File: src/rtl/pc_sequencer.sv
// PC / EPC write sequencer for the multicycle datapath.
// Single-cycle PC updates plus a save/vector/wait/load exception sequence.
module pc_sequencer #(
   parameter int MEM_LATENCY = 2,
   parameter int CNT_W       = 4
) (
   input  logic       clk,
   input  logic       reset,
   input  logic       pc_req,
   input  logic [1:0] pc_kind,
   input  logic       exc_req,
   input  logic [1:0] exc_cause,
   output logic [2:0] pc_source,
   output logic       pc_write,
   output logic       epc_write,
   output logic       busy,
   output logic       exc_done,
   output logic       double_fault
);

   typedef enum logic [2:0] {
      IDLE,
      SAVE,
      VEC,
      WAIT,
      LOAD
   } state_t;

   localparam logic [CNT_W-1:0] LAT = CNT_W'(MEM_LATENCY);

   state_t           state, state_n;
   logic [CNT_W-1:0] cnt, cnt_n;
   logic [1:0]       cause, cause_n;
   logic [2:0]       src_n;
   logic             pcw_n;
   logic             epcw_n;
   logic             busy_n;
   logic             done_n;
   logic             df_n;
   logic [2:0]       vec_src;

   always_comb begin
      vec_src = 3'b101;
      unique case (1'b1)
         (cause == 2'b01): vec_src = 3'b110;
         (cause == 2'b10): vec_src = 3'b111;
         default:          vec_src = 3'b101;
      endcase
   end

   always_comb begin
      state_n = state;
      cnt_n   = cnt;
      cause_n = cause;
      src_n   = pc_source;
      pcw_n   = 1'b0;
      epcw_n  = 1'b0;
      busy_n  = 1'b0;
      done_n  = 1'b0;
      df_n    = double_fault;

      unique case (state)
         IDLE: begin
            if (exc_req) begin
               state_n = SAVE;
               cause_n = (exc_cause == 2'b11) ? 2'b00 : exc_cause;
               epcw_n  = 1'b1;
               src_n   = 3'b000;
               busy_n  = 1'b1;
            end else if (pc_req) begin
               pcw_n = 1'b1;
               src_n = {1'b0, pc_kind};
            end
         end
         SAVE: begin
            state_n = VEC;
            cnt_n   = LAT;
            pcw_n   = 1'b1;
            src_n   = vec_src;
            busy_n  = 1'b1;
         end
         VEC: begin
            state_n = WAIT;
            busy_n  = 1'b1;
         end
         WAIT: begin
            busy_n = 1'b1;
            // Count is pre-loaded, so the last wait cycle sees cnt == 1
            if (cnt == CNT_W'(1)) begin
               state_n = LOAD;
               pcw_n   = 1'b1;
               src_n   = 3'b100;
               done_n  = 1'b1;
            end else begin
               cnt_n = cnt - CNT_W'(1);
            end
         end
         LOAD: begin
            state_n = IDLE;
         end
         default: begin
            state_n = IDLE;
         end
      endcase

      if (state != IDLE && exc_req) begin
         df_n = 1'b1;
      end
   end

   always_ff @(posedge clk) begin
      if (reset) begin
         state        <= IDLE;
         cnt          <= '0;
         cause        <= 2'b00;
         pc_source    <= 3'b000;
         pc_write     <= 1'b0;
         epc_write    <= 1'b0;
         busy         <= 1'b0;
         exc_done     <= 1'b0;
         double_fault <= 1'b0;
      end else begin
         state        <= state_n;
         cnt          <= cnt_n;
         cause        <= cause_n;
         pc_source    <= src_n;
         pc_write     <= pcw_n;
         epc_write    <= epcw_n;
         busy         <= busy_n;
         exc_done     <= done_n;
         double_fault <= df_n;
      end
   end

endmodule

File: config.mk
export PLATFORM = sky130hd
export DESIGN_NAME = pc_sequencer
export DESIGN_NICKNAME = d
export VERILOG_FILES = /design/src/rtl/pc_sequencer.sv
export SDC_FILE = /design/constraint.sdc
export NUM_CORES = 1
export LEC_CHECK = 0
export BUFFER_PORTS_ARGS = -buffer_cell sky130_fd_sc_hd__buf_2
export CAP_MARGIN = 20
export CORE_MARGIN = 2
export CORE_UTILIZATION = 40
export CTS_CLUSTER_SIZE = 24
export DETAILED_ROUTE_END_ITERATION = 10
export PLACE_DENSITY = 0.61
export SLEW_MARGIN = 10
export SYNTH_ARGS = -nofsm -noshare
export SYNTH_HDL_FRONTEND = slang
export SYNTH_SLANG_ARGS = --single-unit
File: constraint.sdc
create_clock -name clk -period 3.7 [get_ports clk]
set_input_delay 0.74 -clock clk [delete_from_list [all_inputs] [get_ports clk]]
set_output_delay 0.74 -clock clk [all_outputs]
set_load 0.005 [all_outputs]
==> results of run 1 <==
[registers in the layout, indices dropped and copies added, names as in the netlist]
register	flops
cause	2
pc_source	3
epc_write	1
pc_write	1
double_fault	1
cnt	4
busy	1
state	3
exc_done	1
[power by group]
group          switching (W)  internal (W)
registers          0.0000137      0.000197
clock network      0.0000554     0.0000418
logic              0.0000393     0.0000361
[worst max-delay path: stages, from the launching register on]
cell and delay (ps):
dfxtp_1 340, inv_1 90, ha_1 150, or3b_4 410, a221oi_4 390, o311a_2 250
nor3_1 40
[cells by family after synthesis]
group / synth area share [%]
mux: 1.25
buf+inv: 7.66
fa+ha+maj: 4.69
compound gates: 20.0
flops: 42.5
simple gates: 23.9
[per-layer routing]
layer	global-route usage, %	up-vias
met5	0	-
met4	7.14	0
met3	3.70	0
met2	22.1	8
met1	17.1	296
li1	-	344
[through the flow]
stage | hold slack (ps) | util [%] | std cells
floorplan | 432 | - | 89
global placement | 445 | 45.1 | 125
detailed placement | 456 | 45.1 | 125
CTS | 469 | 46.5 | 129
global route | 502 | 46.5 | 129
finish | 469 | 46.5 | 129
[final cells by class]
cell class / instances / area (sq um)
fill: 199 / 1030
multi-input combinational: 61 / 399
inverter: 5 / 18.8
sequential: 17 / 340
timing repair buffer: 15 / 75.1
clock buffer: 4 / 26.3
tap: 27 / 33.8
[cell usage in the layout, fill, tap and decap left out, drive strengths merged]
| cell | count |
|---|---|
| or3 | 1 |
| and2 | 1 |
| a31oi | 3 |
| o21bai | 1 |
| nor3 | 9 |
| a22oi | 1 |
| clkbuf | 4 |
| o311a | 2 |
| buf | 15 |
| mux2i | 1 |
| nand4b | 3 |
| nand3b | 2 |
| o31a | 1 |
| a311o | 1 |
| ha | 3 |
| or3b | 1 |
| inv | 5 |
| nor2b | 1 |
| a21oi | 9 |
| nor3b | 1 |
| nand2b | 1 |
| a221oi | 1 |
| dfxtp | 17 |
| nand2 | 5 |
| o21ai | 3 |
| nor2 | 9 |
| and2b | 1 |
[worst paths after layout]
path	cells past startpoint	to	slack [ps]
worst max-delay path	6	pc_source[1]	1910
worst min-delay path	2	cause[0]	470
worst min register to register	2	cause[0]	470
worst max register to register	6	pc_source[1]	1910
==> metrics.cfg, run 1 <==
[pwr]
power.density_nw_per_um2=429
p_total_w=0.000383
ir_worst_vdd_uv=228
p_leak_nw=0.364

[cts]
htreeDepth=1
clk_pin_slew_worst_paths_ps=100
cts_made_buffers=3
cts_root_buf=clkbuf_4
cts.path.max_buffers=2
clock_latency_ps=280
post-cts-setup-buffers=0
tritoncts=done
ctsResizeCount=0
clock-sinks=17
holdBufCountCts=0

[yosys]
synth_flop_cell=dfxtp_1
synth_most_common_cell=dfxtp_1
seq_area_frac_synth_pct=42.5
synth_top_area_cell=dfxtp_1
synth.area.top_cells=dfxtp_1 (43%), a21oi_1 (5.6%), nor3_1 (5.6%)
async_flop_share_pct=0
ys_types=30
synthTopCellsByCount=dfxtp_1 (17), a21oi_1 (9), nor2_1 (9), nor3_1 (9)
ys_warn_count=0
synth_edf_count=0
netlist_area_sq_um=801
syn_inst=89
syn_nets=100
synth.avg_cell_area_sq_um=9.00
synth_top_cell_area_share_pct=42.5
ys_ff_latch=17

[finish]
final_area_sq_um=893
final_net_count=114
area_delta_synth_final_pct=11.6
layout-drive-gt1-share_pct=21.6
n_antenna_cell=0

[hold_path]
min_path_type=flop to flop
hold_start=cause[0]

[global_route]
grt_first_pass_wirelength_um=2550
grt_overflow=0
grt_usage_pct=13.9
grt_pass1_vias=610
grt_max_degree=19
antenna_found_initial=0

[placement]
dp_slack_ps=1910
port_buffers=15
place.gp.congestion=0.778
placed_area_sq_um=867
place_hpwl_um=1060

[detailed_routing]
drtPass1Iterations=3
viasPerCell=5.02
met2WireLength_um=674
wl_per_cell_um=11.3
antenna_left=0
wl_um=1450
highest_layer=met3
vias=648
wl_met1_um=721
drc=0
drt-initial-drc-count=10
wl_met3_um=56

[critical_path]
r2r-start=cnt[1]
required_ps=3870
crit_start=cnt[1]
critPathCaptureType=flop
path_max_fanout=5
worstPathArrival_ps=1960
cp-start-kind=flop
crit_type=flop to flop

[timing]
rsz0062_at_grt=false
tns_ps=0
layout_min_cycle_time_ps=1790
setup_viol=0
finalCritPeriodShare_pct=48.3
fmax_mhz=560
slew_headroom_pct=60.1
skew_ps=2.20
fin_ws_ps=1910
hold_viol=0
worstMarginPinSlew_ps=597
slew_viol_final=0

[die]
top_level_ports=16
die-area_sq_um=2380
rows=16
die_y_um=48.7
core_sq_um=1920
start_util_pct=41.7
dieWidth_um=48.7

[status]
outcome=finished clean

[job]
cap_violations=0

No activity file was read; power rests on OpenSTA's default activity.
==> run 2: changes to the inputs <==
- clock period: 3.7 -> 1.85 ns (I/O delays scaled with it)
==> metrics.cfg, run 2 (same netlist as run 1, synthesis figures left out) <==
[pwr]
ir_worst_vdd_uv=376  ; was 228 uV
power.density_nw_per_um2=843  ; was 429 nW/um^2
p_leak_nw=0.381  ; was 0.364 nW

[cts]
clk_pin_slew_worst_paths_ps=100  ; about the same
cts.path.max_buffers=2  ; unchanged
clock_latency_ps=280  ; about the same
ctsResizeCount=0  ; unchanged
holdBufCountCts=0  ; unchanged
cts_root_buf=clkbuf_4  ; unchanged
cts_made_buffers=3  ; unchanged
tritoncts=done  ; unchanged
post-cts-setup-buffers=0  ; unchanged
clock-sinks=17  ; unchanged
htreeDepth=1  ; unchanged

[finish]
final_net_count=116  ; was 114
regMostFlops=cnt  ; unchanged
layout-drive-gt1-share_pct=26.9  ; was 21.6%
n_antenna_cell=0  ; unchanged
area_delta_synth_final_pct=15.2  ; was 11.6%
reg.largest.list=cnt x4, pc_source x3, state x3  ; unchanged
largest_reg_flops=4  ; unchanged
layout_common_cells=dfxtp_1 (15), buf_2 (15), nor2_1 (9), nor3_1 (9), a21oi_1 (9)  ; was dfxtp_1 (17), buf_2 (15), nor2_1 (9), nor3_1 (9), a21oi_1 (9)

[critical_path]
cp-start-kind=flop  ; unchanged
crit_type=flop to flop  ; unchanged
required_ps=2020  ; was 3870 ps
critPathCaptureType=flop  ; unchanged
path_max_fanout=5  ; unchanged
worstPathArrival_ps=1940  ; was 1960 ps

[detailed_routing]
antenna_left=0  ; unchanged
vias=687  ; was 648
drtPass1Iterations=4  ; was 3
wl_um=1640  ; was 1450 um
drc=0  ; unchanged
wl_per_cell_um=12.5  ; was 11.3 um
drt-initial-drc-count=11  ; was 10
viasPerCell=5.24  ; was 5.02

[die]
die_y_um=48.7  ; unchanged
dieWidth_um=48.7  ; unchanged
rows=16  ; unchanged
core_sq_um=1920  ; unchanged
die-area_sq_um=2380  ; unchanged
start_util_pct=41.7  ; unchanged
top_level_ports=16  ; unchanged

[timing]
fin_ws_ps=79.0  ; was 1910 ps
tns_ps=0  ; unchanged
layout_min_cycle_time_ps=1770  ; was 1790 ps
setup_viol=0  ; unchanged
finalCritPeriodShare_pct=95.7  ; was 48.3%
worstMarginPinSlew_ps=383  ; was 597 ps
hold_slack_ps=370  ; was 469 ps
slew_viol_final=0  ; unchanged
hold_viol=0  ; unchanged
fmax_mhz=565  ; was 560 MHz
slew_headroom_pct=74.5  ; was 60.1%
rsz0062_at_grt=false  ; unchanged
skew_ps=3.03  ; was 2.20 ps

[placement]
dp_slack_ps=84.1  ; was 1910 ps
port_buffers=15  ; unchanged
place.gp.congestion=0.795  ; was 0.778
place_hpwl_um=1150  ; was 1060 um

[global_route]
grt_overflow=0  ; unchanged
grt_first_pass_wirelength_um=2810  ; was 2550 um
grt_pass1_vias=629  ; was 610
grt_usage_pct=14.9  ; was 13.9%
grt_max_degree=16  ; was 19
antenna_found_initial=0  ; unchanged

[hold_path]
min_path_type=input port to flop  ; was flop to flop

[job]
cap_violations=0  ; unchanged

[status]
outcome=finished clean  ; unchanged

-- run 2: per-stage QoR --
step	std cells	total power [W]	utilization [%]	area (sq um)
finish	131	0.000778	48.0	922
global route	131	0.000833	48.0	922
CTS	131	0.000777	47.3	910
detailed placement	127	0.000586	45.9	882
global placement	127	0.000583	45.9	882
floorplan	89	0.000546	-	801
-- run 2: final timing paths --
kind	cells past startpoint	slack (ps)	end	from
worst max register to register	6	80	pc_source[1]	cnt[1]
worst min-delay path	3	370	cause[1]	exc_cause[1]
worst max-delay path	6	80	pc_source[1]	cnt[1]
worst min register to register	2	470	double_fault	double_fault
-- run 2: where the power goes --
group          internal, W  total, W  switching, W
registers         0.000395  0.000418     0.0000230
logic            0.0000801  0.000169     0.0000887
clock network    0.0000800  0.000191      0.000111
-- run 2: critical path: stages (launching register included) --
cell,delay (ps)
dfxtp_2,340
inv_2,60
ha_1,150
or3b_4,410
a221oi_4,390
o311a_4,260
nor3_1,40
-- run 2: routing by layer --
metal | wire, um | track usage [%] | vias up | share of wire (%)
met5 | 0 | 0 | - | 0
li1 | - | - | 345 | -
met2 | 803 | 25.3 | 16 | 49
met4 | 14 | 4.29 | 0 | 0.85
met1 | 749 | 19.1 | 324 | 46
met3 | 72 | 3.09 | 2 | 4.4
-- run 2: final cells by class --
cell class                 instances  area (sq um)
fill                             202          1000
clock inverter                     1          5.00
timing repair buffer              17          90.1
inverter                           5          18.8
clock buffer                       3          22.5
tap                               27          33.8
multi-input combinational         61           409
sequential                        17           343
